## config.mk

```make
export PLATFORM = sky130hd
export DESIGN_NAME = compute_gain_seq
export DESIGN_NICKNAME = d
export VERILOG_FILES = /design/src/rtl/compute_gain_seq.sv
export SDC_FILE = /design/constraint.sdc
export NUM_CORES = 1
export LEC_CHECK = 0
export BUFFER_PORTS_ARGS = -buffer_cell sky130_fd_sc_hd__buf_2
export CAP_MARGIN = 5
export CORE_MARGIN = 5
export CORE_UTILIZATION = 56
export CTS_CLUSTER_DIAMETER = 100
export CTS_CLUSTER_SIZE = 12
export DETAILED_ROUTE_END_ITERATION = 10
export GPL_TIMING_DRIVEN = 0
export PLACE_DENSITY = 0.83
export RECOVER_POWER = 25
export SYNTH_ARGS = -nofsm -noshare
export SYNTH_HDL_FRONTEND = slang
export SYNTH_SLANG_ARGS = --single-unit
```

## constraint.sdc

```tcl
create_clock -name in_clk -period 9.6 [get_ports in_clk]
set_input_delay 1.44 -clock in_clk [delete_from_list [all_inputs] [get_ports in_clk]]
set_output_delay 1.44 -clock in_clk [all_outputs]
set_load 0.1 [all_outputs]
```

## src/rtl/compute_gain_seq.sv

```systemverilog
// Sequential clause-gain evaluator: scans a clause store LANES entries per cycle against a
// snapshotted assignment and reports satisfied count, first unsatisfied index and all-sat.
module compute_gain_seq #(
    parameter int unsigned INT_COEF_W     = 4,
    parameter int unsigned INT_VAR_IDX_W  = 1,
    parameter int unsigned INT_VAR_W      = 4,
    parameter int unsigned BOOL_VAR_IDX_W = 1,
    parameter int unsigned CLAUSE_IDX_W   = 2,
    parameter int unsigned LANES          = 2
) (
    input  logic                                       in_clk,
    input  logic                                       in_reset,
    input  logic                                       in_load_en,
    input  logic [CLAUSE_IDX_W-1:0]                    in_load_index,
    input  logic                                       in_load_valid,
    input  logic                                       in_load_int_en,
    input  logic [((1<<INT_VAR_IDX_W)+1)*INT_COEF_W-1:0] in_load_int_coefs,
    input  logic [2*(1<<BOOL_VAR_IDX_W)-1:0]           in_load_bool_coefs,
    input  logic                                       in_start,
    input  logic [(1<<INT_VAR_IDX_W)*INT_VAR_W-1:0]    in_int_assign,
    input  logic [(1<<BOOL_VAR_IDX_W)-1:0]             in_bool_assign,
    output logic                                       out_busy,
    output logic                                       out_done,
    output logic [CLAUSE_IDX_W:0]                      out_gain,
    output logic [CLAUSE_IDX_W-1:0]                    out_first_unsat,
    output logic                                       out_all_sat
);

    localparam int unsigned NI     = 1 << INT_VAR_IDX_W;
    localparam int unsigned NB     = 1 << BOOL_VAR_IDX_W;
    localparam int unsigned D      = 1 << CLAUSE_IDX_W;
    localparam int unsigned AW     = INT_COEF_W + INT_VAR_W + INT_VAR_IDX_W + 1;
    localparam int unsigned COEF_W = (NI + 1) * INT_COEF_W;

    typedef enum logic [1:0] {StIdle, StScan, StDone} state_e;

    state_e state_q, state_d;

    logic [D-1:0]                   valid_q;
    logic [D-1:0]                   int_en_q;
    logic [COEF_W-1:0]              int_coefs_q  [D];
    logic [2*NB-1:0]                bool_coefs_q [D];
    logic [NI*INT_VAR_W-1:0]        int_snap_q;
    logic [NB-1:0]                  bool_snap_q;
    logic [CLAUSE_IDX_W-1:0]        ptr_q;
    logic [CLAUSE_IDX_W:0]          count_q;
    logic                           found_q;
    logic [CLAUSE_IDX_W-1:0]        first_q;
    logic [CLAUSE_IDX_W:0]          gain_q;
    logic [CLAUSE_IDX_W-1:0]        first_unsat_q;
    logic                           all_sat_q;

    logic [LANES-1:0]               lane_sat;
    logic [LANES-1:0]               lane_valid;
    logic [CLAUSE_IDX_W-1:0]        lane_idx [LANES];
    logic [CLAUSE_IDX_W:0]          step_cnt;
    logic                           step_found;
    logic [CLAUSE_IDX_W-1:0]        step_first;
    logic                           last_step;

    function automatic logic signed [AW-1:0] sext_coef(input logic [INT_COEF_W-1:0] v);
        return {{(AW-INT_COEF_W){v[INT_COEF_W-1]}}, v};
    endfunction

    function automatic logic signed [AW-1:0] sext_var(input logic [INT_VAR_W-1:0] v);
        return {{(AW-INT_VAR_W){v[INT_VAR_W-1]}}, v};
    endfunction

    // Per-lane clause evaluation against the snapshot.
    always_comb begin
        logic signed [AW-1:0] acc;
        logic [COEF_W-1:0]    coefs;
        logic [2*NB-1:0]      bcoefs;
        logic                 bool_hit;
        lane_sat   = '0;
        lane_valid = '0;
        acc        = '0;
        coefs      = '0;
        bcoefs     = '0;
        bool_hit   = 1'b0;
        for (int l = 0; l < LANES; l++) begin
            lane_idx[l] = ptr_q + CLAUSE_IDX_W'(l);
            coefs       = int_coefs_q[lane_idx[l]];
            bcoefs      = bool_coefs_q[lane_idx[l]];
            acc         = sext_coef(coefs[NI*INT_COEF_W +: INT_COEF_W]);
            for (int k = 0; k < NI; k++) begin
                acc = acc + sext_coef(coefs[k*INT_COEF_W +: INT_COEF_W]) *
                            sext_var(int_snap_q[k*INT_VAR_W +: INT_VAR_W]);
            end
            bool_hit = 1'b0;
            for (int k = 0; k < NB; k++) begin
                if ((bcoefs[2*k +: 2] == 2'b01 && bool_snap_q[k]) ||
                    (bcoefs[2*k +: 2] == 2'b10 && !bool_snap_q[k])) begin
                    bool_hit = 1'b1;
                end
            end
            lane_sat[l]   = (int_en_q[lane_idx[l]] && (acc[AW-1] || acc == '0)) || bool_hit;
            lane_valid[l] = valid_q[lane_idx[l]];
        end
    end

    // Descending walk so the lowest unsatisfied lane index wins.
    always_comb begin
        step_cnt   = '0;
        step_found = 1'b0;
        step_first = '0;
        for (int l = LANES - 1; l >= 0; l--) begin
            if (lane_valid[l]) begin
                if (lane_sat[l]) begin
                    step_cnt = step_cnt + (CLAUSE_IDX_W+1)'(1);
                end else begin
                    step_found = 1'b1;
                    step_first = lane_idx[l];
                end
            end
        end
    end

    assign last_step = (ptr_q == CLAUSE_IDX_W'(D - LANES));

    always_ff @(posedge in_clk or negedge in_reset) begin
        if (!in_reset) begin
            state_q <= StIdle;
        end else begin
            state_q <= state_d;
        end
    end

    always_comb begin
        state_d = state_q;
        case (state_q)
            StIdle:  if (in_start) state_d = StScan;
            StScan:  if (last_step) state_d = StDone;
            StDone:  state_d = StIdle;
            default: state_d = StIdle;
        endcase
    end

    always_ff @(posedge in_clk or negedge in_reset) begin
        if (!in_reset) begin
            valid_q       <= '0;
            int_en_q      <= '0;
            for (int i = 0; i < D; i++) begin
                int_coefs_q[i]  <= '0;
                bool_coefs_q[i] <= '0;
            end
            int_snap_q    <= '0;
            bool_snap_q   <= '0;
            ptr_q         <= '0;
            count_q       <= '0;
            found_q       <= 1'b0;
            first_q       <= '0;
            gain_q        <= '0;
            first_unsat_q <= '0;
            all_sat_q     <= 1'b0;
        end else begin
            if (state_q == StIdle) begin
                if (in_load_en) begin
                    valid_q[in_load_index]      <= in_load_valid;
                    int_en_q[in_load_index]     <= in_load_int_en;
                    int_coefs_q[in_load_index]  <= in_load_int_coefs;
                    bool_coefs_q[in_load_index] <= in_load_bool_coefs;
                end
                if (in_start) begin
                    int_snap_q  <= in_int_assign;
                    bool_snap_q <= in_bool_assign;
                    ptr_q       <= '0;
                    count_q     <= '0;
                    found_q     <= 1'b0;
                    first_q     <= '0;
                end
            end
            if (state_q == StScan) begin
                ptr_q   <= ptr_q + CLAUSE_IDX_W'(LANES);
                count_q <= count_q + step_cnt;
                if (!found_q && step_found) begin
                    found_q <= 1'b1;
                    first_q <= step_first;
                end
                if (last_step) begin
                    gain_q        <= count_q + step_cnt;
                    first_unsat_q <= found_q ? first_q : (step_found ? step_first : '0);
                    all_sat_q     <= !(found_q || step_found);
                end
            end
        end
    end

    assign out_busy        = (state_q != StIdle);
    assign out_done        = (state_q == StDone);
    assign out_gain        = gain_q;
    assign out_first_unsat = first_unsat_q;
    assign out_all_sat     = all_sat_q;

endmodule

```

==> impl_metrics.yaml <==
run_status:
  outcome: "finished with violations"
  violations: "max-capacitance violations, max-slew violations"
critical_path:
  path_max_fanout: 10
  critPathLaunchType: "flip-flop"
  critPathSlowestCell: "fa_1"
  crit_path_frequent_cell: "fa_1"
  reg2reg_slack_ps: 1110
  cp_slowest_stage_delay_ps: 600
  path_class: "reg2reg"
  endpoint_kind: "flip-flop"
  required_ps: 9850
  cp.arrival_ps: 8740
global_route:
  track_usage_pct: 21.9
  grt_pass1_wl_um: 28700
  grt_pass1_vias: 5692
  gr-total-overflow: 0
  antenna_found_initial: 1
  grt_max_degree: 55
sta:
  skew_ps: 13.8
  final.min_clock_period_ps: 8490
  fmax_mhz: 118
  relSlewSlack_pct: -86.1
  finalCritPeriodShare_pct: 88.4
  slew_violations: 100
  hold_viol_final: 0
  timing.hold.ws_ps: 480
  rsz0062_at_grt: "no"
  setup-violations-final: 0
  tns_ps: 0
  worstMarginPinSlew_ps: 2790
placement:
  dp_cells: 943
  place.gp.congestion: 0.902
  numPortBuffers: 41
  place_hpwl_um: 13100
drt:
  dr_wl_met2_um: 8520
  dr_total_vias: 5357
  drc_errors: 0
  drt_pass1_iterations: 4
  m1WireLength_um: 7580
  wl_met3_um: 723
  drtIter0Drc: 275
  wl_um: 17200
  wl_per_cell_um: 17.9
  dr.max_layer_used: "met4"
  ant_nets: 0
  vias_per_cell: 5.58
cts:
  cts.sinks: 97
  cts_tree: "yes"
  clkSlewWorstSetupHoldPaths_ps: 80
  cts_made_buffers: 9
  cts-root-buf: "clkbuf_16"
  ctsResizeCount: 0
  hold_buffers: 0
  clockBufferDepth: 2
  clock_latency_ps: 350
  htreeDepth: 3
  postCtsSetupBuffers: 0
final_layout:
  final_cell_mix: "dfrtp_1 (97), mux2_2 (95), inv_1 (92), fa_1 (77), ha_1 (62)"
  final_common_cell: "dfrtp_1"
  fin_cells: 960
  layout-drive-gt1-share_pct: 21.7
  num-nets-final: 947
  syn2layout_area_growth_pct: 9.10
die:
  die-area_um2: 16800
  rows: 43
  dieWidth_um: 130
  initial_utilization_pct: 57.5
  pin_count: 42
  dieHeight_um: 130
  coreArea_um2: 13900
yosys:
  ys.flop_type: "dfrtp_1"
  yosysUniqueCellTypes: 57
  ys_seq_elements: 97
  async_reset_ff_share_pct: 100
  syn_area_per_cell_um2: 11.1
  ys_seq_area_share_pct: 30.3
  synthCells: 721
  syn_nets: 894
  synth-edff-count: 0
  yosysWarnings: 0
  synth_area_um2: 8010
min_path:
  min_path_type: "reg2reg"
job:
  cap_violations: 2
[cell type report]
type                            count  area, um2
Sequential cell                    97       2430
Fill cell                        1110       5190
Multi-Input combinational cell    512       5150
Buffer                             20       92.6
Timing Repair Buffer               42        206
Clock inverter                      7       71.3
Tap cell                          180        225
Clock buffer                        9        225
Inverter                           92        345
Antenna cell                        1       2.50
[layer usage]
metal	track usage, %	vias to the layer above
li1	-	2512
met1	30.4	2726
met2	36.3	98
met3	3.09	21
met4	6.23	0
met5	0	-
[flip-flops by register name, indices dropped and copies added (netlist names)]
signal           count
bool_coefs_q        16
bool_snap_q          2
count_q              3
first_q              2
found_q              1
int_coefs_q         48
int_en_q             4
int_snap_q           8
out_all_sat          1
out_first_unsat      2
out_gain             3
ptr_q                1
state_q              2
valid_q              4
[synth_stat cells, drive strengths merged (2+ instances only)]
library cell  instances  area (um2)
clkbuf               10        38.8
nor2b                32         208
nor3                  9        50.1
or2                   3        18.8
o31ai                 2        15.0
o21bai                2        15.0
xnor2                12         105
o22ai                 3        25.0
dfrtp                97        2430
nand3b                2        15.0
fa                   77        1540
o211ai                2        15.0
a22o                  2        17.5
nor4                  2        12.5
a21o                  7        52.6
a31oi                 3        18.8
xor2                  9        78.8
or4                   2        18.8
o21ai                19        95.1
inv                  92         345
buf                  10        55.1
nand4                 2        12.5
o21a                  5        37.5
nor2                 25        93.8
nor3b                 4        30.0
a221oi                3        26.3
a211oi                7        65.1
nand3                 4        20.0
mux2                 95        1070
a21oi                17        85.1
nand2                46         173
nand2b               11        68.8
and2                 11        68.8
ha                   62         776
mux2i                20         200
[per-stage QoR]
stage	util, %	cell area [um2]	setup WS, ps
4_1_cts	62.9	8770	1460
6_report	62.7	8740	1110
3_3_place_gp	60.6	8440	1660
5_1_grt	62.7	8740	766
3_5_place_dp	60.8	8470	1550
2_1_floorplan	-	8010	2540
[critical path, delay by kind of cell (launching register included)]
kind	cells	cell delay (ps)
mux	2	840
xor+xnor	1	160
compound gates	6	1000
buf+inv	9	2330
fa+ha+maj	9	3340
simple gates	2	380
flops	1	320
[final timing paths]
| check | startpoint | end | depth (start not counted) |
|---|---|---|---|
| max | ptr_q[1] | count_q[2] | 29 |
| min | out_gain[2] | out_gain[2] | 2 |
| max reg2reg | ptr_q[1] | count_q[2] | 29 |
| min reg2reg | out_gain[2] | out_gain[2] | 2 |
| max in group asynchronous | in_reset | int_coefs_q[27] | 2 |
| min in group asynchronous | in_reset | out_first_unsat[0] | 1 |
[cell families after synthesis]
kind of cell	Yosys count	share of synthesized area [%]
simple gates	154	9.96
fa+ha+maj	139	28.9
mux	115	15.8
buf+inv	112	5.48
flops	97	30.3
compound gates	83	7.20
xor+xnor	21	2.30
Power is left out: the tool's default activity adds up to more than one toggle a clock period on the data nets, which glitch-free logic cannot reach.
